## src/rtl/seq_shifter_pkg.sv

```systemverilog
// seq_shifter_pkg: shared CPU definitions used by the sequential shifter.
// Holds the shift/rotate op encoding, x86 flag bit positions and the
// shifter control-state encoding.
package seq_shifter_pkg;

  typedef enum logic [2:0] {
    OP_SHL = 3'd0,
    OP_SHR = 3'd1,
    OP_SAR = 3'd2,
    OP_ROL = 3'd3,
    OP_ROR = 3'd4,
    OP_RCL = 3'd5,
    OP_RCR = 3'd6
  } ShiftOp_t;

  localparam int CF_IDX = 0;
  localparam int PF_IDX = 2;
  localparam int AF_IDX = 4;
  localparam int ZF_IDX = 6;
  localparam int SF_IDX = 7;
  localparam int OF_IDX = 11;

  typedef enum logic [1:0] {
    ST_IDLE  = 2'd0,
    ST_SHIFT = 2'd1,
    ST_DONE  = 2'd2
  } shifter_state_t;

endpackage

```

## src/rtl/seq_shifter_if.sv

```systemverilog
// seq_shifter_if: request/result bundle of the sequential shifter.
// master: requester drives start/op/is_8_bit/a/count/flags_in, sees busy/done/out/flags_out.
// slave : shifter side, opposite directions.
interface seq_shifter_if #(
  parameter int WIDTH      = 16,
  parameter int COUNT_BITS = 8
);
  import seq_shifter_pkg::*;

  logic                  start;
  ShiftOp_t              op;
  logic                  is_8_bit;
  logic [WIDTH-1:0]      a;
  logic [COUNT_BITS-1:0] count;
  logic [15:0]           flags_in;
  logic                  busy;
  logic                  done;
  logic [WIDTH-1:0]      out;
  logic [15:0]           flags_out;

  modport master (
    output start, op, is_8_bit, a, count, flags_in,
    input  busy, done, out, flags_out
  );

  modport slave (
    input  start, op, is_8_bit, a, count, flags_in,
    output busy, done, out, flags_out
  );

endinterface

```

## src/rtl/seq_shifter_shift_step.sv

```systemverilog
// shift_step: one single-bit shift/rotate step, purely combinational.
// Latency: 0 cycles. Backpressure: none (no handshake).
// Ports: opnd/cf_in/op/is_8_bit in -> opnd_nxt/cf_nxt out. In 8-bit mode
// only opnd[7:0] participates and opnd_nxt[WIDTH-1:8] is zero.
module shift_step
  import seq_shifter_pkg::*;
#(
  parameter int WIDTH = 16
) (
  input  logic [WIDTH-1:0] opnd,
  input  logic             cf_in,
  input  ShiftOp_t         op,
  input  logic             is_8_bit,
  output logic [WIDTH-1:0] opnd_nxt,
  output logic             cf_nxt
);

  logic [7:0]       w8, r8;
  logic [WIDTH-1:0] wn, rn;
  logic             c8, cn;

  always_comb begin
    w8 = opnd[7:0];
    wn = opnd;
    r8 = w8;
    rn = wn;
    c8 = cf_in;
    cn = cf_in;
    case (op)
      OP_SHL: begin
        r8 = {w8[6:0], 1'b0};          c8 = w8[7];
        rn = {wn[WIDTH-2:0], 1'b0};    cn = wn[WIDTH-1];
      end
      OP_SHR: begin
        r8 = {1'b0, w8[7:1]};          c8 = w8[0];
        rn = {1'b0, wn[WIDTH-1:1]};    cn = wn[0];
      end
      OP_SAR: begin
        r8 = {w8[7], w8[7:1]};         c8 = w8[0];
        rn = {wn[WIDTH-1], wn[WIDTH-1:1]}; cn = wn[0];
      end
      OP_ROL: begin
        r8 = {w8[6:0], w8[7]};         c8 = w8[7];
        rn = {wn[WIDTH-2:0], wn[WIDTH-1]}; cn = wn[WIDTH-1];
      end
      OP_ROR: begin
        r8 = {w8[0], w8[7:1]};         c8 = w8[0];
        rn = {wn[0], wn[WIDTH-1:1]};   cn = wn[0];
      end
      // Rotate-through-carry: CF acts as an extra operand bit.
      OP_RCL: begin
        r8 = {w8[6:0], cf_in};         c8 = w8[7];
        rn = {wn[WIDTH-2:0], cf_in};   cn = wn[WIDTH-1];
      end
      OP_RCR: begin
        r8 = {cf_in, w8[7:1]};         c8 = w8[0];
        rn = {cf_in, wn[WIDTH-1:1]};   cn = wn[0];
      end
      default: ;  // unused encoding: operand and CF pass through
    endcase

    if (is_8_bit) begin
      opnd_nxt = WIDTH'(r8);
      cf_nxt   = c8;
    end else begin
      opnd_nxt = rn;
      cf_nxt   = cn;
    end
  end

endmodule

```

## src/rtl/seq_shifter.sv

```systemverilog
// seq_shifter: multi-cycle x86-style shift/rotate unit, one bit per cycle.
// Latency: done in cycle N+1 after an accepted start (count N; N=0 -> cycle 1).
// Backpressure: start is only sampled in IDLE and never while reset is high.
// Ports: clk, reset (sync, active-high), bus (seq_shifter_if.slave).
// Build option: SHIFT_COUNT_MASK_EN masks the count to count[4:0] (80186);
// without it the full COUNT_BITS count is used (8086).
module seq_shifter
  import seq_shifter_pkg::*;
#(
  parameter int WIDTH      = 16,
  parameter int COUNT_BITS = 8
) (
  input  logic           clk,
  input  logic           reset,
  seq_shifter_if.slave   bus
);

  shifter_state_t        state;
  ShiftOp_t              op_q;
  logic                  is8_q;
  logic [WIDTH-1:0]      opnd_q;
  logic                  cf_q;
  logic                  msb_q;     // operand MSB before the first step (SHR OF)
  logic [COUNT_BITS-1:0] rem_q;
  logic [15:0]           flags_q;

  logic                  busy_q, done_q;
  logic [WIDTH-1:0]      out_q;
  logic [15:0]           flags_out_q;

  logic [COUNT_BITS-1:0] eff_cnt;
  logic [WIDTH-1:0]      a_in;
  logic [WIDTH-1:0]      step_opnd;
  logic                  step_cf;
  logic                  res_msb, res_msb1;
  logic [15:0]           flags_res;

`ifdef SHIFT_COUNT_MASK_EN
  assign eff_cnt = COUNT_BITS'(bus.count[4:0]);
`else
  assign eff_cnt = bus.count;
`endif

  // In 8-bit mode the upper operand bits are dropped at latch time so the
  // step datapath and ZF never see them.
  assign a_in = bus.is_8_bit ? WIDTH'(bus.a[7:0]) : bus.a;

  shift_step #(.WIDTH(WIDTH)) u_step (
    .opnd     (opnd_q),
    .cf_in    (cf_q),
    .op       (op_q),
    .is_8_bit (is8_q),
    .opnd_nxt (step_opnd),
    .cf_nxt   (step_cf)
  );

  // Flags for the result of the final step.
  always_comb begin
    res_msb   = is8_q ? step_opnd[7] : step_opnd[WIDTH-1];
    res_msb1  = is8_q ? step_opnd[6] : step_opnd[WIDTH-2];
    flags_res = flags_q;
    flags_res[CF_IDX] = step_cf;
    case (op_q)
      OP_SHL, OP_SHR, OP_SAR: begin
        flags_res[SF_IDX] = res_msb;
        flags_res[ZF_IDX] = (step_opnd == '0);
        flags_res[PF_IDX] = ~^step_opnd[7:0];
        flags_res[AF_IDX] = 1'b0;
      end
      default: ;
    endcase
    case (op_q)
      OP_SHL, OP_ROL, OP_RCL: flags_res[OF_IDX] = res_msb ^ step_cf;
      OP_SHR:                 flags_res[OF_IDX] = msb_q;
      OP_SAR:                 flags_res[OF_IDX] = 1'b0;
      OP_ROR, OP_RCR:         flags_res[OF_IDX] = res_msb ^ res_msb1;
      default: ;
    endcase
  end

  always_ff @(posedge clk) begin
    if (reset) begin
      state       <= ST_IDLE;
      op_q        <= OP_SHL;
      is8_q       <= 1'b0;
      opnd_q      <= '0;
      cf_q        <= 1'b0;
      msb_q       <= 1'b0;
      rem_q       <= '0;
      flags_q     <= '0;
      busy_q      <= 1'b0;
      done_q      <= 1'b0;
      out_q       <= '0;
      flags_out_q <= '0;
    end else begin
      case (state)
        ST_IDLE: begin
          if (bus.start) begin
            op_q    <= bus.op;
            is8_q   <= bus.is_8_bit;
            opnd_q  <= a_in;
            cf_q    <= bus.flags_in[CF_IDX];
            msb_q   <= bus.is_8_bit ? bus.a[7] : bus.a[WIDTH-1];
            rem_q   <= eff_cnt;
            flags_q <= bus.flags_in;
            busy_q  <= 1'b1;
            if (eff_cnt == '0) begin
              out_q       <= a_in;
              flags_out_q <= bus.flags_in;
              done_q      <= 1'b1;
              state       <= ST_DONE;
            end else begin
              state <= ST_SHIFT;
            end
          end
        end
        ST_SHIFT: begin
          opnd_q <= step_opnd;
          cf_q   <= step_cf;
          rem_q  <= rem_q - COUNT_BITS'(1);
          // Last step: publish the step result directly so done lands in cycle N+1.
          if (rem_q == COUNT_BITS'(1)) begin
            out_q       <= step_opnd;
            flags_out_q <= flags_res;
            done_q      <= 1'b1;
            state       <= ST_DONE;
          end
        end
        ST_DONE: begin
          done_q <= 1'b0;
          busy_q <= 1'b0;
          state  <= ST_IDLE;
        end
        default: state <= ST_IDLE;
      endcase
    end
  end

  assign bus.busy      = busy_q;
  assign bus.done      = done_q;
  assign bus.out       = out_q;
  assign bus.flags_out = flags_out_q;

endmodule

```

## src/flat_wrapper.sv

```systemverilog
// flat-port wrapper written by rule: the top's interface ports become plain ports
module seq_shifter_flat import seq_shifter_pkg::*;
#(
  parameter int WIDTH      = 16,
  parameter int COUNT_BITS = 8
)
  (clk, reset, bus_start, bus_op, bus_is_8_bit, bus_a, bus_count, bus_flags_in, bus_busy, bus_done, bus_out, bus_flags_out);
  seq_shifter_if #(.WIDTH(WIDTH), .COUNT_BITS(COUNT_BITS)) bus_i ();
  input  logic clk;
  input  logic reset;
  input wire logic [$bits(bus_i.start)-1:0] bus_start;
  input wire logic [$bits(bus_i.op)-1:0] bus_op;
  input wire logic [$bits(bus_i.is_8_bit)-1:0] bus_is_8_bit;
  input wire logic [$bits(bus_i.a)-1:0] bus_a;
  input wire logic [$bits(bus_i.count)-1:0] bus_count;
  input wire logic [$bits(bus_i.flags_in)-1:0] bus_flags_in;
  output wire logic [$bits(bus_i.busy)-1:0] bus_busy;
  output wire logic [$bits(bus_i.done)-1:0] bus_done;
  output wire logic [$bits(bus_i.out)-1:0] bus_out;
  output wire logic [$bits(bus_i.flags_out)-1:0] bus_flags_out;
  assign bus_i.start = bus_start;
  assign bus_i.op = bus_op;
  assign bus_i.is_8_bit = bus_is_8_bit;
  assign bus_i.a = bus_a;
  assign bus_i.count = bus_count;
  assign bus_i.flags_in = bus_flags_in;
  assign bus_busy = bus_i.busy;
  assign bus_done = bus_i.done;
  assign bus_out = bus_i.out;
  assign bus_flags_out = bus_i.flags_out;
  seq_shifter #(.WIDTH(WIDTH), .COUNT_BITS(COUNT_BITS)) u_core (.clk(clk), .reset(reset), .bus(bus_i));
endmodule
```

## config.mk

```make
export PLATFORM = sky130hd
export DESIGN_NAME = seq_shifter_flat
export DESIGN_NICKNAME = d
export VERILOG_FILES = /design/src/rtl/seq_shifter_pkg.sv /design/src/rtl/seq_shifter_if.sv /design/src/rtl/seq_shifter_shift_step.sv /design/src/rtl/seq_shifter.sv /design/src/flat_wrapper.sv
export SDC_FILE = /design/constraint.sdc
export NUM_CORES = 1
export LEC_CHECK = 0
export ABC_CLOCK_PERIOD_IN_PS = 2800
export CORE_MARGIN = 4
export CORE_UTILIZATION = 54
export CTS_BUF_LIST = sky130_fd_sc_hd__clkbuf_16
export DETAILED_ROUTE_END_ITERATION = 10
export GPL_ROUTABILITY_DRIVEN = 1
export PLACE_DENSITY_LB_ADDON = 0.08
export SLEW_MARGIN = 20
export SYNTH_ARGS = -nofsm -noshare
export SYNTH_HDL_FRONTEND = slang
export SYNTH_HIERARCHICAL = 1
export SYNTH_SLANG_ARGS = --single-unit
export TNS_END_PERCENT = 50
```

## constraint.sdc

```tcl
create_clock -name clk -period 2.8 [get_ports clk]
set_input_delay 0.84 -clock clk [delete_from_list [all_inputs] [get_ports clk]]
set_output_delay 0.84 -clock clk [all_outputs]
set_load 0.1 [all_outputs]
```

==> qor.csv, run 1 <==
stage,metric,value,unit
routing,drt_iter0_markers,207,
worst_setup_path,crit_type,flop to flop,
worst_setup_path,critPathBufInv,1,
placement,port_buffers,80,
power_and_ir_drop,p_per_area,654,nW/µm²
final_layout,areaGrowthSynthToFinish,22.4,%
worst_setup_path,max_stage_delay,0.41,ns
grt,grt_pass1_vias,4345,
final_layout,final_nets,712,
timing,max-slew-margin-rel,0.649,
cts,path_clk_slew,0.07,ns
status,status,"complete, no violations",
grt,antenna_found_initial,0,
synth,synthCells,604,
floorplanning,die_width,101,µm
synth,yosysWarnings,6,
final_layout,utilization,0.687,
worst_setup_path,crit_path_cell_trace,nor2_2 > mux2i_1 > o311ai_0 > o22a_1 > inv_1 > ha_1 > xnor2_1 > xnor2_1 > o211ai_1 > o211ai_1 > a21oi_1,
placement,gp_congestion,0.895,
grt,grtUsageTotal,0.240,
final_layout,drive_gt1_frac,0.134,
worst_setup_path,worst_path_max_delay_cell,dfxtp_4,
floorplanning,rows,33,
timing,skew,0.00786,ns
placement,hpwl,8.19,mm
floorplanning,die-area,10200,µm²
timing,tns,0,ns
timing,maxSlewViolCount,0,
synth,synth_cell_types,50,
cts,numClockSinks,81,
timing,finalHoldViolCount,0,
timing,period_minus_slack,2.54,ns
floorplanning,start_util,0.562,
worst_setup_path,setup.worst_path.start_class,flop,
routing,drc_errors,0,
synth,avgSynthCellArea,7.76,µm²
routing,dr.pass1.iters,5,
worst_setup_path,critical_path_arrival,2.81,ns
timing,fmax,394,MHz
cts,cts-buffers-inserted,9,
synth,syn-num-nets,657,
flow_run,max_cap_violations,0,
floorplanning,core,8340,µm²
cts,root_buffer,clkbuf_16,
timing,worst_pin_slew,0.526,ns
grt,grt_start_max_net_pins,67,
timing,fin_crit_sh,0.907,
timing,setup_violations,0,
floorplanning,pin_count,81,
final_layout,stdcell_count,769,
timing,rsz0062_at_grt,false,
cts,clk_latency,0.33,ns
worst_setup_path,crit_required,3.07,ns
routing,viasPerCell,5.89,
power_and_ir_drop,leakagePower,0.00208,µW
routing,routed_wl,12.0,mm
cts,cts.htree.levels,3,
floorplanning,die_h,101,µm
synth,synth.cell_area,4680,µm²
routing,wl_per_cell,15.6,µm
power_and_ir_drop,ir_drop,0.339,mV
final_layout,diodes,0,
worst_setup_path,crit_path_end_kind,flop,
routing,route.vias.total,4527,
cts,cts_tree,built,
routing,final_antenna_net_count,0,
grt,globalRouteOverflowTotal,0,
synth,synth_seq_area_share,0.346,
synth,ys_ff_latch,81,
min_path,hold_path.class,flop to flop,
placement,dp_cells,753,
worst_setup_path,path_delay_family,compound AO/OA/AOI/OAI gates,
worst_setup_path,cp_max_fo,13,
grt,grt_pass1_wl,20.2,mm
cts,clock_path_buffers,2,
==> cell usage in the layout (no fill, tap or decap), drive strengths merged, types with 3 or more instances in the layout <==
master and count:
inv 16, nor3b 12, o22ai 7, a311oi 11, a31oi 4, a211oi 52
buf 54, nand2 82, xnor2 4, or3 4, clkdlybuf4s50 45, dfxtp 81
mux2 5, mux2i 33, nand3 3, ha 6, a21oi 67, o211ai 5
xor2 3, clkbuf 9, o21ai 17, nor2b 6, nand4b 3, nor4 5
nor2 90, nand3b 4, nand2b 3, nor3 11
==> synthesized netlist by cell type, drive strengths merged <==
master / count / share of area
nor4b: 1 / 0.0019
a221oi: 1 / 0.0019
nor3b: 12 / 0.019
o311ai: 2 / 0.0037
nand3: 3 / 0.0032
nand2: 82 / 0.066
xor2: 3 / 0.0056
and3: 1 / 0.0013
o211ai: 5 / 0.0080
o211a: 1 / 0.0021
nand4b: 3 / 0.0056
nand4: 1 / 0.0013
o32ai: 1 / 0.0019
o21ai: 17 / 0.018
mux2: 5 / 0.012
a311oi: 11 / 0.021
nor2: 90 / 0.072
mux2i: 33 / 0.071
a22o: 2 / 0.0037
buf: 33 / 0.046
a31oi: 4 / 0.0053
xnor2: 4 / 0.0075
dfxtp: 81 / 0.35
o31ai: 1 / 0.0016
nor4: 5 / 0.0099
clkbuf: 22 / 0.018
a41oi: 1 / 0.0019
o22a: 1 / 0.0019
or3: 4 / 0.0053
nor2b: 6 / 0.0080
o31a: 1 / 0.0019
nor3: 11 / 0.012
a32oi: 1 / 0.0019
ha: 6 / 0.016
o22ai: 7 / 0.0093
o221a: 1 / 0.0024
inv: 13 / 0.010
nand3b: 4 / 0.0064
o221ai: 1 / 0.0032
nand2b: 3 / 0.0040
a211oi: 52 / 0.089
a21oi: 67 / 0.072
a21o: 1 / 0.0016
==> worst min-delay path: cells and delay by family, from the launching register on <==
kind,cells,cell delay (ns)
AO/OA/AOI/OAI,1,0.05
flip-flops,1,0.31
AND/OR/NAND/NOR,1,0.05
==> layer usage <==
| layer | global-route usage | share of wire | wire length, µm |
|---|---|---|---|
| met3 | 0.0482 | 0.054 | 651 |
| met5 | 0 | 0 | 0 |
| met4 | 0.0757 | 0.013 | 151 |
| met2 | 0.403 | 0.50 | 5990 |
| met1 | 0.311 | 0.44 | 5240 |
==> metrics by stage <==
stage	total power [µW]	instance area, µm²	setup slack (ns)	hold WS, ns
finish	3750	5730	0.259	0.458
CTS	3770	5720	0.0842	0.455
detailed placement	2640	5440	0.0781	0.447
global placement	2610	5440	0.136	0.441
floorplan	2320	4680	0.492	0.436
global route	3950	5730	0.0303	0.480
==> final cells by class <==
type,count,area [µm²]
fillers,685,2610
clock inverters,7,61.3
clock buffers,9,225
multi-input cells,455,2730
repair buffers,99,903
flip-flops and latches,81,1630
well taps,105,131
inverters,13,48.8
==> power by group <==
part / switching (µW) / total (µW) / internal [µW]
clock network: 506 / 1120 / 616
registers: 133 / 1390 / 1260
logic: 785 / 1240 / 451
total: 1420 / 3750 / 2330
==> worst paths after layout <==
check | from | endpoint | slack, ns | cells after the start
hold / removal | u_core/flags_q[2] | u_core/flags_q[2] | 0.46 | 2
hold reg to reg | u_core/flags_q[2] | u_core/flags_q[2] | 0.46 | 2
setup reg to reg | u_core/op_q[1] | u_core/bus.flags_out[2] | 0.26 | 11
setup / recovery | u_core/op_q[1] | u_core/bus.flags_out[2] | 0.26 | 11
==> sequential cells by signal (all words and copies together), names as in the netlist <==
signal	flops
u_core/bus.flags_out	16
u_core/bus.busy	1
u_core/msb_q	1
u_core/state	2
u_core/op_q	3
u_core/rem_q	8
u_core/cf_q	1
u_core/bus.done	1
u_core/is8_q	1
u_core/bus.out	16
u_core/flags_q	15
u_core/opnd_q	16
==> timing repair <==
action                                  in CTS  in global routing
endpoints found under the setup margin       0                  2
setup buffers                                0                  0
endpoints found under the hold margin        0                  0
gates resized for setup                      0                  4
hold buffers                                 0                  0
==> cell families after synthesis <==
kind of cell    Yosys count  synth area share
simple gates            226             0.216
compound gates          178             0.252
flops                    81             0.346
buf+inv                  68            0.0743
mux                      38            0.0825
xor+xnor                  7            0.0131
fa+ha+maj                 6            0.0160
No activity file was read; power rests on OpenSTA's default activity.
==> run 2: changes to the inputs <==
- SLEW_MARGIN: 20 -> not set
==> results of run 2 <==
The final DEF is identical to that of run 1; final timing and power are the same.
==> run 3: changes to the inputs <==
- REMOVE_ABC_BUFFERS: not set -> 1
==> run 3 against run 2 <==
  * Clock power up 15%
  * Maximum frequency is 2.6% lower
  * Highest routed layer unchanged
  * Sequential cell count is the same
==> qor.csv, run 3 (synthesized netlist as in run 1, its figures left out) <==
stage,metric,value,unit
timing,setup_violations,0,
power_and_ir_drop,p_per_area,677,nW/µm²
floorplanning,rows,33,
grt,antenna_found_initial,0,
cts,clk_latency,0.34,ns
min_path,hold_path.class,flop to flop,
timing,worst_hold_slack,0.457,ns
placement,hpwl,7.96,mm
final_layout,nFillCells,695,
worst_setup_path,setup.worst_path.start_class,flop,
worst_setup_path,worst_path_max_delay_cell,dfxtp_2,
timing,finalHoldViolCount,0,
cts,numClockSinks,81,
power_and_ir_drop,leakagePower,0.00210,µW
final_layout,final_cell_mix,"nor2_1 (90), nand2_1 (82), dfxtp_1 (78)",
routing,viasPerCell,5.89,
worst_setup_path,crit_path_cell_trace,buf_6 > mux2i_1 > a211oi_1 > a21oi_1 > a211oi_1 > mux2_2 > mux2i_1 > xnor2_1 > a21oi_1 > o32ai_1,
routing,dr.pass1.iters,5,
final_layout,final_nets,713,
cts,root_buffer,clkbuf_16,
worst_setup_path,cp_max_fo,34,
cts,clock_path_buffers,2,
worst_setup_path,critical_path_arrival,2.81,ns
timing,worst_pin_slew,0.489,ns
final_layout,areaGrowthSynthToFinish,23.1,%
grt,grt_start_max_net_pins,40,
worst_setup_path,max_stage_delay,0.49,ns
power_and_ir_drop,total_power,3900,µW
routing,route.vias.total,4534,
timing,maxSlewViolCount,0,
grt,grtUsageTotal,0.229,
final_layout,final_common_cell,nor2_1,
timing,period_minus_slack,2.61,ns
timing,fmax,383,MHz
timing,max-slew-margin-rel,0.672,
cts,path_clk_slew,0.07,ns
worst_setup_path,crit_required,3.00,ns
floorplanning,die-area,10200,µm²
floorplanning,pin_count,81,
worst_setup_path,crit_type,flop to flop,
grt,grt_pass1_vias,4152,
routing,drc_errors,0,
flow_run,max_cap_violations,0,
routing,drt_iter0_markers,215,
cts,cts-buffers-inserted,9,
routing,wl_per_cell,15.3,µm
placement,gp_congestion,0.866,
cts,cts_resized,0,
timing,fin_crit_sh,0.932,
routing,routed_wl,11.8,mm
floorplanning,start_util,0.562,
grt,globalRouteOverflowTotal,0,
cts,cts_setup_buffers,0,
cts,cts.htree.levels,3,
floorplanning,die_width,101,µm
floorplanning,die_h,101,µm
final_layout,diodes,0,
status,status,"complete, no violations",
floorplanning,core,8340,µm²
power_and_ir_drop,ir_drop,0.493,mV
grt,grt_pass1_wl,19.3,mm
worst_setup_path,crit_path_end_kind,flop,
timing,skew,0.00917,ns
final_layout,drive_gt1_frac,0.135,
placement,port_buffers,80,
cts,cts_tree,built,
routing,final_antenna_net_count,0,
cts,hold_buffers,0,
timing,rsz0062_at_grt,false,
-- run 3: cell type report --
class / instances / area (µm²) / area share
Timing Repair Buffer: 100 / 902 / 0.157
Tap cell: 105 / 131 / 0.0228
Multi-Input combinational cell: 455 / 2730 / 0.474
Clock inverter: 7 / 101 / 0.0176
Sequential cell: 81 / 1630 / 0.282
Inverter: 13 / 48.8 / 0.00847
Clock buffer: 9 / 225 / 0.0391
-- run 3: critical path, delay by kind of cell, from the launching register on --
kind            cells  cell delay [ns]
xor+xnor            1             0.13
mux                 3             0.45
flops               1             0.49
compound gates      5             1.08
buf+inv             1             0.32
-- run 3: metal layers --
metal  GRT usage  wire length [µm]  part of all wire
met4      0.0838               169             0.014
met3      0.0406               694             0.059
met5           0                 0                 0
met2       0.378              5720              0.49
met1       0.301              5170              0.44
-- run 3: stage by stage --
| stage | setup WS (ns) | cell area [µm²] | utilization | setup TNS (ns) | instances |
|---|---|---|---|---|---|
| after floorplan | -1.79 | 4390 | - | -61.30 | 549 |
| after global placement | 0.170 | 5430 | 0.651 | 0 | 754 |
| after detailed placement | 0.0930 | 5430 | 0.651 | 0 | 754 |
| after CTS | 0.181 | 5760 | 0.691 | 0 | 770 |
| after global routing | 0.0624 | 5760 | 0.691 | 0 | 770 |
| final | 0.192 | 5760 | 0.691 | 0 | 770 |
-- run 3: power breakdown --
part | switching, µW | internal, µW | total (µW)
clock | 502 | 789 | 1290
combinational | 774 | 450 | 1220
sequential | 125 | 1260 | 1390
total | 1400 | 2500 | 3900
-- run 3: path summary, 6_finish.rpt --
kind                            from                  endpoint  slack (ns)  cells after the start
setup reg to reg      u_core/op_q[1]  u_core/bus.flags_out[11]        0.19                     10
hold / removal    u_core/flags_q[15]        u_core/flags_q[15]        0.46                      2
hold reg to reg   u_core/flags_q[15]        u_core/flags_q[15]        0.46                      2
setup / recovery      u_core/op_q[1]  u_core/bus.flags_out[11]        0.19                     10
